## src/rtl/exec_unit.sv

```systemverilog
// Execute stage: single-cycle ALU with a one-cycle write-back pulse to the register file.
// Define EXEC_MUL_EN to build the multi-cycle shift-add MUL (opcode 111); otherwise that opcode is dropped.
module exec_unit #(
   parameter int DATA_WIDTH    = 36,
   parameter int ADDRESS_WIDTH = 2,
   parameter int OP_WIDTH      = 3
) (
   input  logic                     i_clk,
   input  logic                     i_rst,
   input  logic                     i_valid,
   output logic                     o_ready,
   input  logic [OP_WIDTH-1:0]      i_op,
   input  logic [ADDRESS_WIDTH-1:0] i_rd,
   input  logic [DATA_WIDTH-1:0]    i_rs1_data,
   input  logic [DATA_WIDTH-1:0]    i_rs2_data,
   output logic                     o_wen,
   output logic [ADDRESS_WIDTH-1:0] o_rd,
   output logic [DATA_WIDTH-1:0]    o_wdata,
   output logic                     o_busy,
   output logic                     o_zero,
   output logic [1:0]               o_dbg_state
);

   localparam int CNT_W = $clog2(DATA_WIDTH) + 1;
   localparam logic [5:0] SHAMT_LIMIT = 6'(DATA_WIDTH);

   localparam logic [OP_WIDTH-1:0] OP_ADD = 3'd0;
   localparam logic [OP_WIDTH-1:0] OP_SUB = 3'd1;
   localparam logic [OP_WIDTH-1:0] OP_AND = 3'd2;
   localparam logic [OP_WIDTH-1:0] OP_OR  = 3'd3;
   localparam logic [OP_WIDTH-1:0] OP_XOR = 3'd4;
   localparam logic [OP_WIDTH-1:0] OP_SLL = 3'd5;
   localparam logic [OP_WIDTH-1:0] OP_SRL = 3'd6;
   localparam logic [OP_WIDTH-1:0] OP_MUL = 3'd7;

   typedef enum logic [1:0] {
      ST_IDLE = 2'd0,
      ST_MUL  = 2'd1,
      ST_WB   = 2'd2
   } state_t;

   // Handshake: an op is taken on a rising edge where i_valid and o_ready are both high;
   // upstream holds every input stable until then, and i_valid with o_ready low is ignored.
   state_t                   r_state;
   logic                     r_wen;
   logic [ADDRESS_WIDTH-1:0] r_rd;
   logic [DATA_WIDTH-1:0]    r_wdata;
   logic                     r_zero;
   logic                     w_accept;
   logic [5:0]               w_shamt;
   logic [DATA_WIDTH-1:0]    w_alu_result;

   assign w_accept    = i_valid & o_ready;
   assign w_shamt     = i_rs2_data[5:0];
   assign o_ready     = (r_state == ST_IDLE);
   assign o_wen       = r_wen;
   assign o_rd        = r_rd;
   assign o_wdata     = r_wdata;
   assign o_zero      = r_zero;
   assign o_dbg_state = r_state;

   always_comb begin
      w_alu_result = '0;
      case (i_op)
         OP_ADD:  w_alu_result = i_rs1_data + i_rs2_data;
         OP_SUB:  w_alu_result = i_rs1_data - i_rs2_data;
         OP_AND:  w_alu_result = i_rs1_data & i_rs2_data;
         OP_OR:   w_alu_result = i_rs1_data | i_rs2_data;
         OP_XOR:  w_alu_result = i_rs1_data ^ i_rs2_data;
         OP_SLL:  w_alu_result = (w_shamt >= SHAMT_LIMIT) ? '0 : (i_rs1_data << w_shamt);
         OP_SRL:  w_alu_result = (w_shamt >= SHAMT_LIMIT) ? '0 : (i_rs1_data >> w_shamt);
         default: w_alu_result = '0;
      endcase
   end

`ifdef EXEC_MUL_EN
   logic [DATA_WIDTH-1:0]    r_mcand;
   logic [DATA_WIDTH-1:0]    r_mplier;
   logic [DATA_WIDTH-1:0]    r_product;
   logic [CNT_W-1:0]         r_count;
   logic [ADDRESS_WIDTH-1:0] r_mul_rd;
   logic [DATA_WIDTH-1:0]    w_product_next;

   // Only the low DATA_WIDTH product bits are ever written back, so no wider accumulator is kept.
   assign w_product_next = r_mplier[0] ? (r_product + r_mcand) : r_product;
   assign o_busy         = (r_state == ST_MUL);

   always_ff @(posedge i_clk or posedge i_rst) begin
      if (i_rst) begin
         r_state   <= ST_IDLE;
         r_wen     <= 1'b0;
         r_rd      <= '0;
         r_wdata   <= '0;
         r_zero    <= 1'b0;
         r_mcand   <= '0;
         r_mplier  <= '0;
         r_product <= '0;
         r_count   <= '0;
         r_mul_rd  <= '0;
      end else begin
         r_wen <= 1'b0;
         case (r_state)
            ST_IDLE: begin
               if (w_accept) begin
                  if (i_op == OP_MUL) begin
                     r_mcand   <= i_rs1_data;
                     r_mplier  <= i_rs2_data;
                     r_product <= '0;
                     r_count   <= '0;
                     r_mul_rd  <= i_rd;
                     r_state   <= ST_MUL;
                  end else begin
                     r_wen   <= 1'b1;
                     r_rd    <= i_rd;
                     r_wdata <= w_alu_result;
                     r_zero  <= (w_alu_result == '0);
                  end
               end
            end
            ST_MUL: begin
               r_product <= w_product_next;
               r_mcand   <= r_mcand << 1;
               r_mplier  <= r_mplier >> 1;
               r_count   <= r_count + 1'b1;
               // The last iteration's sum goes straight to the write-back registers.
               if (r_count == CNT_W'(DATA_WIDTH - 1)) begin
                  r_state <= ST_WB;
                  r_wen   <= 1'b1;
                  r_rd    <= r_mul_rd;
                  r_wdata <= w_product_next;
                  r_zero  <= (w_product_next == '0);
               end
            end
            ST_WB:   r_state <= ST_IDLE;
            default: r_state <= ST_IDLE;
         endcase
      end
   end
`else
   assign o_busy = 1'b0;

   // Without the multiplier the unit never leaves IDLE; opcode 111 is taken and discarded.
   always_ff @(posedge i_clk or posedge i_rst) begin
      if (i_rst) begin
         r_state <= ST_IDLE;
         r_wen   <= 1'b0;
         r_rd    <= '0;
         r_wdata <= '0;
         r_zero  <= 1'b0;
      end else begin
         r_state <= ST_IDLE;
         r_wen   <= 1'b0;
         if (w_accept && (i_op != OP_MUL)) begin
            r_wen   <= 1'b1;
            r_rd    <= i_rd;
            r_wdata <= w_alu_result;
            r_zero  <= (w_alu_result == '0);
         end
      end
   end
`endif

endmodule

```

## config.mk

```make
export PLATFORM = sky130hd
export DESIGN_NAME = exec_unit
export DESIGN_NICKNAME = d
export VERILOG_FILES = /design/src/rtl/exec_unit.sv
export SDC_FILE = /design/constraint.sdc
export NUM_CORES = 1
export LEC_CHECK = 0
export ABC_AREA = 0
export ABC_CLOCK_PERIOD_IN_PS = 2800
export CAP_MARGIN = 10
export CORE_ASPECT_RATIO = 1.25
export CORE_MARGIN = 4
export CORE_UTILIZATION = 60
export DETAILED_ROUTE_END_ITERATION = 8
export PLACE_DENSITY = 0.84
export SLEW_MARGIN = 0
export SYNTH_ARGS = -nofsm -noshare
export SYNTH_HDL_FRONTEND = slang
export SYNTH_SLANG_ARGS = --single-unit
```

## constraint.sdc

```tcl
create_clock -name i_clk -period 2.8 [get_ports i_clk]
set_input_delay 0.28 -clock i_clk [delete_from_list [all_inputs] [get_ports i_clk]]
set_output_delay 0.28 -clock i_clk [all_outputs]
set_load 0.03 [all_outputs]
```

==> results of run 1 <==
## synthesized netlist by cell type, drive strengths merged, types with 15 or more instances
master  number  area (µm²)
mux4        42         946
a211oi      28         210
inv         94         353
o22ai       28         175
nand3       34         175
and2        15        93.8
ha         109        1360
dfrtp       40        1000
nor2       128         480
mux2        59         664
nand4       21         131
nor3        44         220
nand2      164         616
a31oi       15        93.8
clkbuf      65         244
a21oi       88         440
o21ai       97         485
mux2i       86         868
o211ai      24         180
xnor2       48         420
buf         53         307
## kinds of logic after synthesis
family	count (synthesis)	synth area share
other	2	0.000647
adders and majority gates	110	0.119
AOI/OAI and AO/OA	442	0.258
DFF	40	0.0862
xor gates and xnor gates	52	0.0392
and+or+nand+nor	502	0.205
buffers and inverters	213	0.0781
muxes	187	0.214
## stage by stage
| stage | util | setup TNS [ns] | area [µm²] | cells | hold WS [ns] |
|---|---|---|---|---|---|
| after detailed placement | 0.901 | -42.32 | 17000 | 2331 | 0.471 |
| after global placement | 0.901 | -34.75 | 17000 | 2331 | 0.459 |
| after floorplan | - | -20.49 | 12200 | 1550 | 0.385 |
==> flow_results.org, run 1 <==
** Logic synthesis
- Number of unique standard cell types used by synthesis :: 86
- Seq cells post-synth :: 40
- Each instance of the synthesized netlist takes up on average 7.50 µm².
- In the synthesized netlist the dominant register cell turns out to be sky130_fd_sc_hd__dfrtp_1.
- The synthesized netlist occupies a cell area of 11600 µm².
- Number of enable-type register cells in the synthesized netlist :: 0
- The cell count after synthesis came out at 1548.
- For this run, asynchronously set or reset flops after synthesis account for 1.00.
- Post-synthesis sequential area ratio :: 0.0862
- For this run, the number of Yosys warnings is 0.

** Clocking
- CTS saw 40 sinks.
- Post-CTS Resized :: 361
- Buffers inserted to repair hold after CTS numbered 0.
- Post-CTS timing repair inserted 80 buffers for setup.
- Max H-tree Level :: 2
- Max Root-Sink Buffers :: 2
- Clock tree synthesis selected as its root buffer the cell sky130_fd_sc_hd__clkbuf_16.
- Counting the buffers created by CTS gives 5.

** Placed design
- During placement, the flow inserted port buffers numbering 119.
- The wire-length estimate of the detail-placed layout is 50.9 mm.
- Setup slack after placement :: -2.13 ns
- Routability-driven placement finished with a final weighted congestion of 1.39.

** Status
- The tool reported: "[ERROR DPL-0038] Utilization greater than 100%, impossible to legalize".
- Last step reached :: 4_1_cts
- Status :: stopped before the end

** Die
- Initial cell density of the core :: 0.614
- The floorplan step set the die height to 164 µm.
- Top-Level Pins :: 124
- After floorplanning, the core was divided into 56 placement rows.
- Width of the die :: 132 µm
==> inputs of run 2 (changes only) <==
--- a/config.mk
+++ b/config.mk
@@ -8,11 +8,10 @@
 export ABC_AREA = 0
 export ABC_CLOCK_PERIOD_IN_PS = 2800
 export CAP_MARGIN = 10
-export CORE_ASPECT_RATIO = 1.25
 export CORE_MARGIN = 4
-export CORE_UTILIZATION = 60
+export CORE_UTILIZATION = 40
 export DETAILED_ROUTE_END_ITERATION = 8
-export PLACE_DENSITY = 0.84
+export PLACE_DENSITY_LB_ADDON = 0.15
 export SLEW_MARGIN = 0
 export SYNTH_ARGS = -nofsm -noshare
 export SYNTH_HDL_FRONTEND = slang
==> run 2 against run 1 <==
Net effect:
- the flow now finishes, with violations (negative setup slack)
- synthesized area stayed put
- synthesized cell count did not move
==> flow_results.org, run 2 <==
** Status
- The flow ran to the end, but the final reports show violations.
- Violations in the final reports :: negative setup slack

** Worst setup path
- Together, buffers and inverters on the worst path number 4.
- STA puts the critical path data arrival time at 4.17 ns.
- Largest incremental delay on the critical path :: 0.57 ns
- The worst setup path is launched from an input port.
- CP Capture Type :: flop
- Across all register-to-register paths, the minimum setup slack is 2.00 ns.
- Worst r2r dst :: o_wdata[7]
- Data on the critical path is required at its endpoint by 3.00 ns.
- The cell family contributing the most delay on the critical path is simple AND/OR/NAND/NOR gates.
- Crit-path max FO :: 4
- Reg-to-Reg Start :: o_wdata[7]
- Startpoint-to-endpoint class of the critical path :: input port to flop
- For the worst flop-to-flop path, the logic depth is 1.
- The largest individual stage delay along the critical path comes from the cell sky130_fd_sc_hd__or4_4.
- The critical path goes through buf_2, or4_4, buf_6, nor3_4, nor2_1, xnor2_1, ha_1, buf_4, and3_4, a311oi_2, buf_4, and3_4, a2111o_1, or4_4, nor4_4, nand4_1, o31ai_2.

** Clocking
- Max H-tree Level :: 2
- The longest clock path from root to sink contains 2 buffers.
- Clock-pin slew was measured on the worst setup and hold paths at 0.06 ns.
- Clock tree from TritonCTS :: yes
- The root buffer cell chosen for the clock tree is sky130_fd_sc_hd__clkbuf_16.
- Number of buffers created by CTS :: 5
- Clock sink count :: 40
- In this run, post-CTS hold repair placed 0 buffers.
- The clock reaches the later pin of the worst-skew pair after 0.29 ns.

** Power
- Tot Pwr :: 6.51 mW
- Power spread over the standard cell area amounts to 322 nW/µm².
- The share of total power dissipated in combinational logic is 0.793.
- Of the total power, the share spent switching nets is 0.459.
- In this run the power spent charging and discharging nets is 2.99 mW.
- In this run the static leakage power is 9.19 nW.
- The share of total power dissipated in the clock network is 0.091.
- Cell-internal power :: 3.52 mW
- Share of power burned in registers :: 0.115
- IR analysis of the VDD net gives a maximum drop of 0.270 mV.

** Die
- Core footprint :: 28700 µm²
- In this run the vertical extent of the chip is 178 µm.
- The die covers 31800 µm².
- The initial utilization of the core area, before any placement, comes to 0.404.
- Row generation in the floorplan step produced 62 rows.
- The die is 178 µm wide.
- 124 I/O pins were placed.

** GRT
- Largest net degree at the start of global routing :: 66
- Global router's overall resource usage :: 0.406
- After global routing the overflow that remains totals 0.
- The first global-routing pass estimated 98.0 mm of wire.
- Antenna violations before repair :: 1
- Vias in the first global route :: 15700

** Timing
- Fin crit period :: 3.96 ns
- Fin crit share :: 1.42
- The final hold violation count came to 0.
- Transition time at the pin with the least slew margin :: 0.978 ns
- Setup violations remaining at the end of the flow were counted as 30.
- Slew HR :: 0.344
- Setup repair after global routing could not meet its margin everywhere.
- Final Slew Violations :: 0
- Largest clock skew in the final design :: 0 ns
- For this run, the top clock speed supported by timing is 252 MHz.
- Setup ws final :: -1.16 ns

** Logic synthesis
- Yosys synthesis warning count :: 0
- Post-synthesis sequential area ratio :: 0.0862
- The most common cell in the synthesized netlist is sky130_fd_sc_hd__nand2_1.
- Cell types with the largest area share after synthesis :: sky130_fd_sc_hd__ha_1, sky130_fd_sc_hd__dfrtp_1, sky130_fd_sc_hd__mux4_2
- Cell type with the largest total area after synthesis :: sky130_fd_sc_hd__ha_1
- For this run, the leading register cell type out of synthesis is sky130_fd_sc_hd__dfrtp_1.
- Number of unique standard cell types used by synthesis :: 86
- A synthesized cell averages 7.50 µm².
- Combined area of all synthesized cells :: 11600 µm²
- Number of enable-type register cells in the synthesized netlist :: 0
- Share of async-settable or async-resettable flops after synthesis :: 1.00
- Top cell type's share of synthesized area :: 0.117
- After technology mapping, the gate count stands at 1548.
- Seq cells post-synth :: 40
- In the synthesized netlist, the cells that appear most often are sky130_fd_sc_hd__nand2_1, sky130_fd_sc_hd__nor2_1, sky130_fd_sc_hd__ha_1, sky130_fd_sc_hd__o21ai_0, sky130_fd_sc_hd__inv_1.

** Detailed routing
- Number of optimization iterations in the first detailed-route pass :: 6
- Total via count in the routed design :: 16600
- Vias per std cell :: 6.29
- Once detail routing completed, the nets flagged for antenna violations numbered 0.
- After the first detailed-routing iteration, the DRC count stood at 2008.
- In the routed design, unresolved DRC markers number 0.
- Average routed wire per standard cell :: 26.8 µm
- Routed WL :: 70.6 mm

** Cells and area
- In the final layout, the share of cells above drive strength 1 is 0.480.
- In the layout the commonest cells are sky130_fd_sc_hd__buf_4, sky130_fd_sc_hd__nand2_1, sky130_fd_sc_hd__nor2_1, sky130_fd_sc_hd__ha_1, sky130_fd_sc_hd__inv_1.
- Leaving out fill and tap cells, the most frequent cell in the layout is sky130_fd_sc_hd__buf_4.
- The net count of the finished layout is 2437.
- For this run, the number of standard cells in the final layout without fillers is 2633.
- Relative area change from synthesis to final layout :: 73.9%
- Once layout is complete, the utilization of the core stands at 0.703.
- Number of flip-flops under the largest register name :: 36

** Min path
- The path class of the tightest hold or removal check is input port to asynchronous set/reset pin.

** Placed design
- Count of buffers inserted at the top-level ports :: 119
- Hpwl dp :: 53.8 mm
- Counting tap cells, the placed design contains a total of 2544 instances.
- Routability Congestion :: 1.08

** Job
- The tool flagged a number of max-cap violations equal to 0.
==> run 2: cell counts after synthesis <==
No cell type changed its count.
==> run 2: layout make-up <==
cell class,instances,area [µm²]
diodes,1,2.50
clock buffers,6,139
fillers,2246,8520
flip-flops and latches,40,1000
repair buffers,808,6820
clock inverters,2,10.0
multi-input cells,1297,11400
well taps,384,480
inverters,95,369
==> run 2: cells by family (layout without fill, tap and decap cells) <==
kind of cell,Yosys count,count (layout),synth area share
adder cells (fa/ha/maj),110,110,0.119
AND/OR/NAND/NOR,502,502,0.205
buffers and inverters,213,911,0.0781
XOR/XNOR,52,52,0.0392
AO/OA/AOI/OAI,442,442,0.258
other,2,5,0.000647
flip-flops,40,40,0.0862
multiplexers,187,187,0.214
==> run 2: per-stage QoR <==
step	setup TNS, ns	hold WS, ns	setup slack (ns)	cell area, µm²
after CTS	-13.33	0.462	-1.15	19000
final	-16.27	0.435	-1.16	20200
after global placement	-36.59	0.457	-1.82	17700
after detailed placement	-39.19	0.474	-1.95	17700
after global routing	-19.31	0.499	-1.29	20200
after floorplan	-20.49	0.385	-1.46	12200
==> run 2: worst max path at each step <==
stage	from	to	slack, ns	depth (start not counted)
4_1_cts	i_rs2_data[1]	o_zero	-1.15	18
5_1_grt	i_rs2_data[11]	o_zero	-1.29	20
3_3_place_gp	i_rs2_data[14]	o_zero	-1.82	18
3_5_place_dp	i_rs2_data[4]	o_zero	-1.95	18
2_1_floorplan	i_rs2_data[0]	o_zero	-1.46	24
6_report	i_rs2_data[16]	o_zero	-1.16	17
==> run 2: power groups by stage <==
stage	clock network [mW]	logic, mW	registers [mW]
finish	0.594	5.16	0.751
global route	0.633	5.36	0.761
CTS	0.604	4.57	0.748
detailed placement	0	4.19	0.756
global placement	0	4.15	0.749
floorplan	0	1.82	0.965
==> run 2: tightest hold or removal path: stages <==
cell and delay, ns:
sky130_fd_sc_hd__clkdlybuf4s50_1 0.41, sky130_fd_sc_hd__inv_1 0.06, sky130_fd_sc_hd__buf_4 0.44
==> run 2: routing by layer <==
layer | vias to the layer above | routed length, µm | global-route usage
li1 | 7197 | - | -
met1 | 7968 | 27400 | 0.537
met2 | 1122 | 31000 | 0.648
met3 | 278 | 6780 | 0.0545
met4 | 0 | 5460 | 0.207
met5 | - | 0 | 0
==> run 2: timing repair <==
action                                  in CTS  in global routing
endpoints found under the setup margin      36                 34
resized for setup                          267                203
gates cloned                                 0                  1
pin swaps                                  140                133
setup buffers                               54                 56
(Power assumes the default switching activity.)
==> inputs of run 3 (changes only) <==
--- a/config.mk
+++ b/config.mk
@@ -7,7 +7,6 @@
 export LEC_CHECK = 0
 export ABC_AREA = 0
 export ABC_CLOCK_PERIOD_IN_PS = 2800
-export CAP_MARGIN = 10
 export CORE_MARGIN = 4
 export CORE_UTILIZATION = 40
 export DETAILED_ROUTE_END_ITERATION = 8
==> results of run 3 <==
Same layout as run 2: the final DEF is identical, and so are final timing and power.
==> inputs of run 4 (changes only) <==
--- a/config.mk
+++ b/config.mk
@@ -6,10 +6,11 @@
 export NUM_CORES = 1
 export LEC_CHECK = 0
 export ABC_AREA = 0
-export ABC_CLOCK_PERIOD_IN_PS = 2800
+export ABC_CLOCK_PERIOD_IN_PS = 4500
 export CORE_MARGIN = 4
 export CORE_UTILIZATION = 40
 export DETAILED_ROUTE_END_ITERATION = 8
+export GPL_TIMING_DRIVEN = 1
 export PLACE_DENSITY_LB_ADDON = 0.15
 export SLEW_MARGIN = 0
 export SYNTH_ARGS = -nofsm -noshare
==> constraint.sdc (replaced) <==
create_clock -name i_clk -period 4.5 [get_ports i_clk]
set_input_delay 0.45 -clock i_clk [delete_from_list [all_inputs] [get_ports i_clk]]
set_output_delay 0.45 -clock i_clk [all_outputs]
set_load 0.03 [all_outputs]
==> run 4 against run 3 <==
Net effect:
- register-to-register slack better by 1.7 ns
- clock skew stayed put
- the flow now finishes without violations
- sequential power is 38% lower
- via count is 12% lower
- routed wire length is 14% lower
- final cell count is 13% lower
- critical path type unchanged
==> flow_results.org, run 4 (same netlist as run 2, synthesis figures left out) <==
** Die
- Pin placement for this block handled 124 I/O pins.
- The initial utilization of the core area, before any placement, comes to 0.404.
- Core footprint :: 28700 µm²
- Row cnt :: 62
- Width of the die :: 178 µm
- The die covers 31800 µm².
- Height of the chip :: 178 µm

** Detailed routing
- After detailed routing, the average wire length per cell comes to 26.6 µm.
- Dividing the detail-routed via count by the number of cells gives 6.36.
- After detailed routing, the number of remaining DRC violations is 0.
- For this block, the initial DRC count from the detailed router was 1951.
- Antenna-violating nets left :: 0
- Total via count in the routed design :: 14500
- Number of optimization iterations in the first detailed-route pass :: 6
- Routed WL :: 60.9 mm

** Cells and area
- Most frequent cells in the layout :: sky130_fd_sc_hd__buf_4, sky130_fd_sc_hd__nand2_1, sky130_fd_sc_hd__nor2_1, sky130_fd_sc_hd__ha_1, sky130_fd_sc_hd__clkdlybuf4s50_1
- Of the cells placed in the final design, the portion with a size suffix greater than 1 is 0.281.
- The register with the most flip-flops in the layout has 36 of them.
- Number of nets in the final layout :: 2092
- Most frequent standard cell in the layout excluding fill and tap cells :: sky130_fd_sc_hd__buf_4
- FILL cells :: 2833
- With fillers left out, the area of the finished cells amounts to 15900 µm².
- The area growth from synthesis to layout is 37.2%.

** Power
- Pleak :: 7.15 nW
- Power spread over the standard cell area amounts to 201 nW/µm².
- Worst ir drop on vdd :: 0.198 mV

** GRT
- Entering global routing, the biggest net connects 83 pins.
- Antenna violations before repair :: 1
- Global router's overall resource usage :: 0.371
- Grt ovf :: 0
- The first global-routing pass estimated 89.0 mm of wire.
- Vias in the first global route :: 13700

** Worst setup path
- The worst register-to-register path has a setup slack of 3.73 ns.
- CP Capture Type :: flop
- Counting cells, the worst reg-to-reg path comes to 1.
- In this run the critical register-to-register path is launched from o_wdata[24].
- Startpoint-to-endpoint class of the critical path :: input port to flop
- The worst setup path is launched from an input port.
- Crit-path max FO :: 4
- WP data arrival :: 4.55 ns
- Required time of the critical path :: 4.70 ns
- In this run the critical register-to-register path is captured at o_wdata[24].

** Min path
- Worst min-delay path endpoint :: o_rd[0]
- The tightest min-delay check is of the flop to flop type.
- The startpoint identified for the worst hold timing path is o_rd[0].
- Instance count along the most critical hold path :: 2

** Timing
- Transition time at the pin with the least slew margin :: 1.13 ns
- For this run, the top clock speed supported by timing is 230 MHz.
- Summed over all failing endpoints, the final setup total negative slack is 0 ns.
- The smallest clock period supported by the final layout is computed as 4.35 ns.
- Of the available clock period, the critical path in the final layout requires 0.967.
- Largest clock skew in the final design :: 0 ns
- The total count of max-transition violations in the final report came to 0.
- Setup violations remaining at the end of the flow were counted as 0.
- Setup repair after global routing left no endpoint under its margin.
- Slew HR :: 0.239
- Final Hold Vio Count :: 0

** Placed design
- Routability Congestion :: 1.07
- Hpwl dp :: 49.2 mm
- Count of buffers inserted at the top-level ports :: 119
- In this run the cell area measured after placement is 15300 µm².

** Clocking
- Later-pin clock latency in the skew report :: 0.28 ns
- CTS placed an instance of sky130_fd_sc_hd__clkbuf_16 at the clock tree root.
- Clock-pin slew was measured on the worst setup and hold paths at 0.05 ns.
- Clock sink count :: 40
- TritonCTS built the clock tree.
- In this run, CTS created clock tree buffers numbering 5.
- CTS built an H-tree with a depth of 2.
- Max Root-Sink Buffers :: 2

** Status
- The flow ran to the end, and the final reports show no timing, DRC or antenna violations.

** Job
- Across the run, the number of max-cap violations was 0.
-- run 4: worst max path at each step --
stage                   start     end  slack (ns)  cells after the start
6_report       i_rs2_data[10]  o_zero        0.15                     19
5_1_grt        i_rs2_data[22]  o_zero        0.01                     17
4_1_cts        i_rs2_data[14]  o_zero        0.02                     19
3_5_place_dp   i_rs2_data[14]  o_zero       -0.51                     18
3_3_place_gp   i_rs2_data[14]  o_zero       -0.46                     18
2_1_floorplan         i_op[2]  o_zero       0.001                     22
-- run 4: layout make-up --
cell class / instances / area (µm²) / area share
diodes: 2 / 5.00 / 0.000314
clock buffers: 6 / 129 / 0.00809
repair buffers: 463 / 3890 / 0.244
inverters: 95 / 362 / 0.0227
clock inverters: 1 / 5.00 / 0.000314
well taps: 384 / 480 / 0.0302
flip-flops and latches: 40 / 1000 / 0.0628
multi-input cells: 1297 / 10100 / 0.631
-- run 4: per-layer routing --
layer	track usage	wire length, µm	vias up
li1	-	-	6506
met1	0.506	24900	6949
met2	0.575	26400	901
met3	0.0640	5770	185
met4	0.167	3790	2
met5	0	12	-
-- run 4: power breakdown --
part / leakage [nW] / switching, mW / internal (mW)
Combinational: 6.58 / 1.34 / 1.06
Clock: 0.0667 / 0.134 / 0.201
Sequential: 0.500 / 0.0351 / 0.427
Total: 7.15 / 1.51 / 1.69
-- run 4: critical path, stage by stage --
cell and delay, ns:
sky130_fd_sc_hd__clkdlybuf4s50_1 0.45, sky130_fd_sc_hd__inv_1 0.17, sky130_fd_sc_hd__and4_2 0.28, sky130_fd_sc_hd__nor2_1 0.06
sky130_fd_sc_hd__xnor2_1 0.12, sky130_fd_sc_hd__ha_1 0.33, sky130_fd_sc_hd__buf_4 0.15, sky130_fd_sc_hd__buf_4 0.13
sky130_fd_sc_hd__nand2_1 0.07, sky130_fd_sc_hd__o21a_1 0.19, sky130_fd_sc_hd__o22ai_4 0.13, sky130_fd_sc_hd__o21bai_4 0.18
sky130_fd_sc_hd__buf_4 0.13, sky130_fd_sc_hd__nand2_1 0.06, sky130_fd_sc_hd__a2111o_1 0.42, sky130_fd_sc_hd__or4_4 0.56
sky130_fd_sc_hd__nor4_4 0.33, sky130_fd_sc_hd__nand4_1 0.16, sky130_fd_sc_hd__o31ai_2 0.18
-- run 4: per-stage QoR --
step	cells	worst slack, ns	util	total power, mW	hold slack, ns
2_1_floorplan	1550	0.00108	-	1.66	0.555
3_3_place_gp	2261	-0.460	0.534	2.74	0.458
3_5_place_dp	2261	-0.514	0.534	2.74	0.463
4_1_cts	2269	0.0157	0.540	3.11	0.477
5_1_grt	2286	0.00997	0.555	3.37	0.503
6_report	2288	0.149	0.555	3.19	0.472
-- run 4: what timing repair did --
action | in CTS | in global routing
hold buffers | 0 | 0
setup buffers | 1 | 17
gates resized for setup | 8 | 72
setup endpoints to repair | 2 | 9
pin swaps | 0 | 32
